<file path="src/rtl/credit_sequencer.sv">
// rtl/credit_sequencer.sv - frame-timed coin/start pulse sequencer for player start requests.
// Optional REQ debounce filter enabled by defining CREDIT_SEQ_DEBOUNCE_EN.
module credit_sequencer #(
    parameter int COIN_FRAMES  = 4,
    parameter int GAP_FRAMES   = 8,
    parameter int START_FRAMES = 4
) (
    input  logic CLK,
    input  logic RESET_N,
    input  logic VBLANK,
    input  logic START1_REQ,
    input  logic START2_REQ,
    input  logic DN_ACTIVE,
    output logic COIN,
    output logic START1,
    output logic START2,
    output logic BUSY
);

    typedef enum logic [2:0] {
        IDLE     = 3'd0,
        COIN_ON  = 3'd1,
        COIN_GAP = 3'd2,
        START_ON = 3'd3,
        RELEASE  = 3'd4
    } state_t;

    localparam logic [7:0] COIN_LAST  = 8'(COIN_FRAMES - 1);
    localparam logic [7:0] GAP_LAST   = 8'(GAP_FRAMES - 1);
    localparam logic [7:0] START_LAST = 8'(START_FRAMES - 1);

    state_t     state;
    state_t     state_n;
    logic [7:0] fcnt;
    logic [7:0] fcnt_n;
    logic [1:0] coins_left;
    logic [1:0] coins_n;
    logic       plr;
    logic       plr_n;
    logic       coin_d;
    logic       start1_d;
    logic       start2_d;
    logic       busy_d;

    logic       vblank_q;
    logic       tick;
    logic       req1;
    logic       req2;
    logic       req1_q;
    logic       req2_q;
    logic       edge1;
    logic       edge2;
    logic       accept;
    logic       counting;

    always_ff @(posedge CLK or negedge RESET_N) begin
        if (!RESET_N) begin
            vblank_q <= 1'b0;
        end else begin
            vblank_q <= VBLANK;
        end
    end

    assign tick = VBLANK & ~vblank_q;

`ifdef CREDIT_SEQ_DEBOUNCE_EN
    // Output follows the raw input only once it has read the same on two consecutive ticks.
    logic samp1;
    logic samp2;
    logic filt1;
    logic filt2;

    always_ff @(posedge CLK or negedge RESET_N) begin
        if (!RESET_N) begin
            samp1 <= 1'b1;
            samp2 <= 1'b1;
            filt1 <= 1'b1;
            filt2 <= 1'b1;
        end else if (tick) begin
            samp1 <= START1_REQ;
            samp2 <= START2_REQ;
            if (START1_REQ == samp1) begin
                filt1 <= START1_REQ;
            end
            if (START2_REQ == samp2) begin
                filt2 <= START2_REQ;
            end
        end
    end

    assign req1 = filt1;
    assign req2 = filt2;
`else
    assign req1 = START1_REQ;
    assign req2 = START2_REQ;
`endif

    // Edge registers reset high so a request held across reset is not seen as new.
    always_ff @(posedge CLK or negedge RESET_N) begin
        if (!RESET_N) begin
            req1_q <= 1'b1;
            req2_q <= 1'b1;
        end else begin
            req1_q <= req1;
            req2_q <= req2;
        end
    end

    assign edge1  = req1 & ~req1_q;
    assign edge2  = req2 & ~req2_q;
    assign accept = (state == IDLE) & ~DN_ACTIVE & (edge1 | edge2);

    always_ff @(posedge CLK or negedge RESET_N) begin
        if (!RESET_N) begin
            state      <= IDLE;
            fcnt       <= 8'd0;
            coins_left <= 2'd0;
            plr        <= 1'b0;
            COIN       <= 1'b0;
            START1     <= 1'b0;
            START2     <= 1'b0;
            BUSY       <= 1'b0;
        end else begin
            state      <= state_n;
            fcnt       <= fcnt_n;
            coins_left <= coins_n;
            plr        <= plr_n;
            COIN       <= coin_d;
            START1     <= start1_d;
            START2     <= start2_d;
            BUSY       <= busy_d;
        end
    end

    always_comb begin
        state_n = state;
        coins_n = coins_left;
        plr_n   = plr;
        case (state)
            IDLE: begin
                if (accept) begin
                    state_n = COIN_ON;
                    coins_n = edge2 ? 2'd2 : 2'd1;
                    plr_n   = edge2;
                end
            end
            COIN_ON: begin
                if (tick && (fcnt == COIN_LAST)) begin
                    state_n = COIN_GAP;
                    coins_n = coins_left - 2'd1;
                end
            end
            COIN_GAP: begin
                if (tick && (fcnt == GAP_LAST)) begin
                    state_n = (coins_left != 2'd0) ? COIN_ON : START_ON;
                end
            end
            START_ON: begin
                if (tick && (fcnt == START_LAST)) begin
                    state_n = RELEASE;
                end
            end
            RELEASE: begin
                if (!req1 && !req2) begin
                    state_n = IDLE;
                end
            end
            default: begin
                state_n = IDLE;
            end
        endcase

        if (DN_ACTIVE) begin
            state_n = IDLE;
            coins_n = 2'd0;
        end

        // Only the timed states count; a fresh state always starts from zero.
        counting = (state == COIN_ON) || (state == COIN_GAP) || (state == START_ON);
        if (DN_ACTIVE || (state_n != state) || !counting) begin
            fcnt_n = 8'd0;
        end else if (tick) begin
            fcnt_n = fcnt + 8'd1;
        end else begin
            fcnt_n = fcnt;
        end
    end

    always_comb begin
        coin_d   = (state_n == COIN_ON);
        start1_d = (state_n == START_ON) && !plr_n;
        start2_d = (state_n == START_ON) && plr_n;
        busy_d   = (state_n != IDLE);
    end

endmodule
</file>
<file path="config.mk">
export PLATFORM = sky130hd
export DESIGN_NAME = credit_sequencer
export DESIGN_NICKNAME = d
export VERILOG_FILES = /design/src/rtl/credit_sequencer.sv
export SDC_FILE = /design/constraint.sdc
export NUM_CORES = 1
export LEC_CHECK = 0
export BUFFER_PORTS_ARGS = -buffer_cell sky130_fd_sc_hd__buf_4
export CAP_MARGIN = 20
export CORE_AREA = 2 2 61 48
export DETAILED_ROUTE_END_ITERATION = 16
export DIE_AREA = 0 0 63 50
export SYNTH_ARGS = -nofsm -noshare
export SYNTH_HDL_FRONTEND = slang
export SYNTH_SLANG_ARGS = --single-unit
</file>
<file path="constraint.sdc">
create_clock -name CLK -period 5.58 [get_ports CLK]
set_input_delay 1.116 -clock CLK [delete_from_list [all_inputs] [get_ports CLK]]
set_output_delay 1.116 -clock CLK [all_outputs]
set_load 0.01 [all_outputs]
</file>
After elaboration in Yosys (flattened, before gate mapping):

Cells that the tools add are included.

* bitwise gates (word level): 10
* eq/ne operators: 11
* add/subtract/negate cells: 2
* multiplexer cells: 17
* reduce and logical (&&, ||, !) cells: 19

Operators with widths (count)
* 2-to-1 mux 3 bit: 6
* 2-to-1 mux 8 bit: 2
* case mux 3 bit (5 select lines): 1
* 2-to-1 mux 2 bit: 5
* equality test 3 x 2 -> 1 bit (second input constant): 3
* adder 8 x 1 -> 8 bit (second input constant): 1
* equality test 8 x 2 -> 1 bit (second input constant): 1
* equality test 8 x 3 -> 1 bit (second input constant): 1
* equality test 3 x 1 -> 1 bit (second input constant): 2
* inequality test 3 bit (second input constant): 2
* nonzero test 3 bit: 2
* AND 1 bit: 5
* logical AND 1 bit: 5
* logical NOT 1 bit: 4
* logical OR 1 bit: 4
* inverter 1 bit: 4
* case mux 2 bit (2 select lines): 1
* nonzero test 2 bit: 2
* equality test 3 bit (second input constant): 1
* logical NOT 3 bit: 1
* inequality test 3 bit: 1
* AND reduction 3 bit: 1
* 2-to-1 mux 1 bit: 2
* subtractor 2 x 1 -> 2 bit (second input constant): 1
* OR 1 bit: 1

* bits in registers: 21
* output and inout port bits: 4
* logic and storage cells: 70
* input bits: 6

Depth between registers and ports, before layout:

Gate-level depths: netlist of run 1.

* depth in word-level cells: 11
* mapped depth: 6
* depth with buffers taken out: 5

Worst setup path after synthesis of run 1:

OpenSTA, ideal clock, no wires.

* path kind: input -> register
* start: input port VBLANK
* end: register START1
* data arrival time: 2.392 ns
* data required time: 5.486 ns
* path slack: 3.094 ns
* setup time: 0.094 ns
* stages: 4
* path through: or4bb_1 -> nor3_1 -> mux2_2 -> a211oi_1

* cells in the longest elaborated chain, start to end: 7

Ends and longest elaborated chain
* start, declared: line 10 `input logic VBLANK,`
* AND 1 bit *: line 64 `assign tick = VBLANK & ~vblank_q;`
* logical AND 1 bit (on tied branches): line 148, 159, 154
* 2-to-1 mux 3 bit (on tied branches): line 159, 148, 154
* case mux 3 bit (5 select lines) *: line 139 `case (state)`
* 2-to-1 mux 3 bit *: line 173 `if (DN_ACTIVE) begin`
* equality test 3 x 2 -> 1 bit *: line 191 `start1_d = (state_n == START_ON) && !plr_n;`
* logical AND 1 bit *: line 191
* net start1_d: line 41 `logic start1_d;`
* end signal, assigned: line 129 `START1 <= start1_d;`
* end, declared: line 15 `output logic START1,`

Mark *: on every way through the listed nets, which the timed path passes. The rest lies on a longest branch.
A chain may end at the register's enable or synchronous reset.

Worst setup path in the final report of run 1:

* start: input port VBLANK
* end: register START2

* cells in the longest elaborated chain, start to end: 7

Ends and longest elaborated chain
* AND 1 bit *: line 64
* logical AND 1 bit (on tied branches): line 148, 159, 154
* 2-to-1 mux 3 bit (on tied branches): line 159, 148, 154
* case mux 3 bit (5 select lines) *: line 139
* 2-to-1 mux 3 bit *: line 173
* equality test 3 x 2 -> 1 bit *: line 192 `start2_d = (state_n == START_ON) && plr_n;`
* logical AND 1 bit *: line 192
* net start2_d: line 42 `logic start2_d;`
* end signal, assigned: line 130 `START2 <= start2_d;`
* end, declared: line 16 `output logic START2,`

Marked as above.

==> results of run 1 <==
[worst min-delay path, stage by stage (launching register included)]
cell and delay (ns):
dfrtp_1 0.35, a22oi_1 0.09, inv_1 0.08
[flip-flops by register name, summed over array words and instances (netlist names)]
signal      flops
fcnt            8
state           3
coins_left      2
BUSY            1
COIN            1
START1          1
START2          1
plr             1
req1_q          1
req2_q          1
vblank_q        1
[metrics by stage]
stage / utilization (%) / hold slack, ns / instance area [sq um]
global placement: 47.2 / 0.520 / 1200
CTS: 48.3 / 0.558 / 1230
floorplan: - / 0.470 / 1100
detailed placement: 47.2 / 0.528 / 1200
finish: 48.3 / 0.555 / 1230
global route: 48.3 / 0.579 / 1230
[how the worst max path moves through the flow]
stage / startpoint / endpoint / slack (ns) / depth (start not counted)
after floorplan: VBLANK / START1$_DFF_PN0_ / 3.09 / 4
final: VBLANK / START2$_DFF_PN0_ / 3.15 / 5
after CTS: VBLANK / START2$_DFF_PN0_ / 3.19 / 5
after global routing: VBLANK / coins_left[1]$_DFFE_PN0P_ / 3.05 / 5
after global placement: VBLANK / START1$_DFF_PN0_ / 2.91 / 5
after detailed placement: VBLANK / START2$_DFF_PN0_ / 2.86 / 5
[layout make-up]
type                    instances  share of cell area [%]
flip-flops and latches         21                    43.0
repair buffers                  9                    5.50
multi-input cells              75                    43.7
inverters                       6                    1.83
clock buffers                   3                    1.83
well taps                      36                    3.67
clock inverters                 1                   0.408
[power by group]
group / switching [mW] / internal, mW
combinational: 0.0208 / 0.0147
clock: 0.0456 / 0.0267
sequential: 0.00442 / 0.159
total: 0.0708 / 0.200
[cell usage in the layout, fill, tap and decap left out, types with 4 or more instances in the layout]
cell type / instances
dfrtp_1: 19
xnor2_1: 4
nor3_1: 8
inv_1: 6
nor2_1: 4
nor2b_1: 5
buf_4: 9
a21oi_1: 5
nand2_1: 5
[per-layer routing]
layer / vias to the layer above / global-route usage [%] / part of all wire, %
li1: 412 / - / -
met1: 390 / 24.4 / 51
met2: 16 / 23.9 / 43
met3: 2 / 5.25 / 5.3
met4: 0 / 3.33 / 0.68
met5: - / 0 / 0
[cells by family after synthesis]
| group | Yosys count | share of synthesized area, % |
|---|---|---|
| buffers and inverters | 10 | 3.62 |
| AO/OA/AOI/OAI | 21 | 14.7 |
| AND/OR/NAND/NOR | 43 | 24.0 |
| adder cells (fa/ha/maj) | 2 | 2.26 |
| multiplexers | 3 | 2.83 |
| flip-flops | 21 | 47.8 |
| XOR/XNOR | 6 | 4.76 |
==> results.yml, run 1 <==
cells_and_area:
  antenna_cells: 0
  fin_nets: 124
  fill_cells: 256
  multi_input_area_sq_um: 537
  layout-drive-gt1-share_pct: 20.0
  syn_to_final_growth_pct: 11.1
  regArea_sq_um: 528
  fin_cells: 151
timing:
  clock_skew_ns: 0.00247
  rsz0062_at_grt: "false"
  final_max_slew_viol_count: 0
  finalHoldViolations: 0
  fin_crit_ns: 2.43
  fin_tns_setup_ns: 0
  setup_ws_ns: 3.15
  fmax_ghz: 0.411
  period_share_pct: 43.6
  worst_slew_pin_slew_ns: 0.588
  slew_headroom_pct: 60.5
  finalSetupViolations: 0
worst_hold_path:
  hold_end: "plr$_DFF_PN0_"
  hold_start: "plr$_DFF_PN0_"
  hold_path_class: "reg -> reg"
  whs_path_depth: 2
floorplanning:
  die_x_um: 63
  initial_utilization_pct: 43.5
  coreArea_sq_mm: 0.00254
  fp.dieH_um: 50
  rows: 16
  die_area_sq_mm: 0.00315
  pin_count: 10
worst_setup_path:
  slowest_stage: "or4bb_1"
  r2r_setup_slack_ns: 3.35
  r2r_end: "START2$_DFF_PN0_"
  r2r_cells: 5
  required_ns: 5.80
  cp-start-kind: "input port"
  critPathTopFamily: "simple AND/OR/NAND/NOR gates"
  cp_cell_sequence: "buf_4, or4bb_1, nor3_1, mux2_2, a211oi_1"
  worstSetupPathType: "in -> reg"
  crit_arrival_ns: 2.65
  endpoint_kind: "flip-flop"
  max_stage_delay_ns: 0.45
  path_buf_inv: 1
  critPathMaxFanout: 5
  r2r_start: "fcnt[0]$_DFFE_PN0P_"
global_routing:
  grt_pass1_wl_um: 4050
  grt_util_all_layers_pct: 16.6
  grt_remaining_overflow: 0
  antenna_found_initial: 0
  grt_max_degree: 22
  grt_pass1_vias: 828
clocking:
  clkTransAtPathRegs_ns: 0.12
  post_cts_resized: 0
  cts_sinks: 21
  clock-root-buffer: "clkbuf_4"
  cts_tree: "yes"
  insertion_delay_ns: 0.30
  clk_path_buf_depth: 2
  post_cts_buffers: 0
  cts_buffers: 3
  htree_levels: 1
  ctsHoldBuffers: 0
logic_synthesis:
  synth_edf_count: 0
  ys_seq_area_share_pct: 47.8
  yosysMostFrequentCell: "dfrtp_1"
  ys_seq_elements: 21
  yosys_warnings: 0
  netlist_top_cells_count: "dfrtp_1, nor3_1, inv_1"
  synth_area_per_cell_sq_um: 10.4
  synth_top_area_cell: "dfrtp_1"
  yosysUniqueCellTypes: 42
  synth_nets: 114
  synthesis.area_sq_mm: 0.00110
  synthArstFlopShare_pct: 100
  synth_top_area_share_pct: 43.0
  postSynthCellCount: 106
  yosys_most_used_dff: "dfrtp_1"
  netlist_top_cells_area: "dfrtp_1, dfstp_2, nor3_1"
drt:
  viasPerCell: 5.43
  vias: 820
  drcViolationCount: 0
  drt_wl_total_um: 2200
  dr.pass1.iters: 4
  drt_iter0_drc: 51
  antenna_left: 0
  wire_per_inst_um: 14.6
placement:
  dp_cells: 147
  hpwl_um: 1620
  io_buffers: 9
  routabilityCongestion: 0.768
  dp_slack_ns: 2.86
job:
  maxCapViolations: 0
pwr:
  powerDensity_mw_per_mm2: 221
  leakagePower_nw: 0.518
  ir_worst_vdd_mv: 0.0983
  total_power_mw: 0.271
status:
  status: "completed"
Note: power is estimated with default switching activity, not from simulation.
==> inputs of run 2 (changes only) <==
Clock period 5.58 ns to 2.05 ns, I/O delays scaled along.
==> results.yml, run 2 (synthesized netlist as in run 1, its figures left out) <==
timing:
  fin_crit_ns: 2.03
  setup_ws_ns: 0.0223
  worst_slew_pin_slew_ns: 0.476
  period_share_pct: 98.9
  holdWs_ns: 0.203
  slew_headroom_pct: 68.2
  finalHoldViolations: 0
  rsz0062_at_grt: "true"
  clock_skew_ns: 0.00438
  final_max_slew_viol_count: 0
  fmax_ghz: 0.493
  finalSetupViolations: 0
  fin_tns_setup_ns: 0
floorplanning:
  die_area_sq_mm: 0.00315
  fp.dieH_um: 50
  rows: 16
  initial_utilization_pct: 43.5
  die_x_um: 63
  pin_count: 10
  coreArea_sq_mm: 0.00254
worst_setup_path:
  required_ns: 2.25
  cp_common_cell: "or4_4"
  cp_cell_sequence: "or4_4, or4_4, a22oi_4, nor3_1"
  slowest_stage: "or4_4"
  cp-startpoint: "fcnt[6]$_DFFE_PN0P_"
  worstSetupPathType: "reg -> reg"
  crit_arrival_ns: 2.23
  cp-start-kind: "flip-flop"
  endpoint_kind: "flip-flop"
  max_stage_delay_ns: 0.55
  r2r_start: "fcnt[6]$_DFFE_PN0P_"
  critPathMaxFanout: 8
placement:
  hpwl_um: 1730
  dp_slack_ns: -0.0895
  routabilityCongestion: 0.846
  io_buffers: 9
  dp_cells: 156
global_routing:
  grt_remaining_overflow: 0
  grt_max_degree: 22
  antenna_found_initial: 0
  grt_pass1_wl_um: 4310
  grt_pass1_vias: 875
  grt_util_all_layers_pct: 17.7
pwr:
  ir_worst_vdd_mv: 0.346
  p_int_mw: 0.562
  p_comb_share_pct: 16.0
  sw_frac_of_total_pct: 27.0
  pwr-share-seq_pct: 57.1
  powerDensity_mw_per_mm2: 541
  p_sw_mw: 0.208
  leakagePower_nw: 0.602
  p_clk_share_pct: 26.9
cells_and_area:
  layout-drive-gt1-share_pct: 35.4
  largest_register: "fcnt"
  fill_cells: 238
  mostFrequentLayoutCells: "buf_4, dfrtp_1, inv_1"
  fin_cells: 166
  antenna_cells: 0
  fin_nets: 139
  largest_register_ffs: 8
  final_common_cell: "buf_4"
  reg_top3: "fcnt x8, state x3, coins_left x2"
  syn_to_final_growth_pct: 28.8
drt:
  drcViolationCount: 0
  vias: 918
  drt_wl_total_um: 2590
  viasPerCell: 5.53
  drt_iter0_drc: 51
  dr.pass1.iters: 4
  antenna_left: 0
  wire_per_inst_um: 15.6
clocking:
  clock-root-buffer: "clkbuf_4"
  insertion_delay_ns: 0.31
  cts_buffers: 3
  clk_path_buf_depth: 2
  cts_sinks: 21
  htree_levels: 1
  clkTransAtPathRegs_ns: 0.12
  cts_tree: "yes"
job:
  maxCapViolations: 0
worst_hold_path:
  hold_path_class: "in -> reg"
  hold_start: "START1_REQ"
status:
  status: "completed"
==> run 2: routing by layer <==
metal | vias up | routed length [um] | global-route usage, % | share of wire, %
met5 | - | 0 | 0 | 0
met4 | 0 | 37 | 4.07 | 1.4
met3 | 6 | 100 | 5.48 | 3.9
met2 | 14 | 1150 | 25.0 | 44
met1 | 457 | 1300 | 26.1 | 50
li1 | 441 | - | - | -
==> run 2: area by class of cell <==
| cell class | count | area [sq um] | share of cell area (%) |
|---|---|---|---|
| inverter | 6 | 22.5 | 1.58 |
| clock buffer | 4 | 26.3 | 1.85 |
| timing repair buffer | 24 | 195 | 13.7 |
| sequential | 21 | 528 | 37.1 |
| multi-input combinational | 75 | 606 | 42.6 |
| tap | 36 | 45.0 | 3.17 |
==> run 2: worst max-delay path, delay by kind of cell, from the launching register on <==
kind	cells	cell delay, ns
simple gates	3	1.20
flops	1	0.40
compound gates	1	0.32
==> run 2: power groups by stage <==
stage          clock network, mW  registers [mW]  logic [mW]
6_report                   0.207           0.440       0.123
5_1_grt                    0.234           0.441       0.138
4_1_cts                    0.216           0.439       0.111
3_5_place_dp                   0           0.447       0.106
3_3_place_gp                   0           0.447       0.103
2_1_floorplan                  0           0.446      0.0639
==> run 2: final timing paths <==
| check | end | slack (ns) | cells after the start |
|---|---|---|---|
| setup / recovery | fcnt[4]$_DFFE_PN0P_ | 0.02 | 4 |
| hold / removal | req1_q$_DFF_PN1_ | 0.20 | 1 |
| setup reg to reg | fcnt[4]$_DFFE_PN0P_ | 0.02 | 4 |
| hold reg to reg | coins_left[0]$_DFFE_PN0P_ | 0.58 | 3 |
| max in group asynchronous | req1_q$_DFF_PN1_ | 1.27 | 2 |
| min in group asynchronous | fcnt[7]$_DFFE_PN0P_ | 0.50 | 2 |
==> run 2: what timing repair did <==
item                                    4_1_cts  5_1_grt
cloned                                        0        0
endpoints found under the hold margin        19        0
resized for setup                             5        8
buffers inserted                              1        4
endpoints found under the setup margin       11       14
hold buffers                                  1        0
pin swaps                                     1        7
==> run 2: through the flow <==
step                utilization, %  total power, mW  cell area, sq um
CTS                           52.5            0.766              1330
floorplan                        -            0.510              1100
detailed placement            49.9            0.552              1270
global route                  56.0            0.814              1420
global placement              49.9            0.550              1270
finish                        56.0            0.770              1420
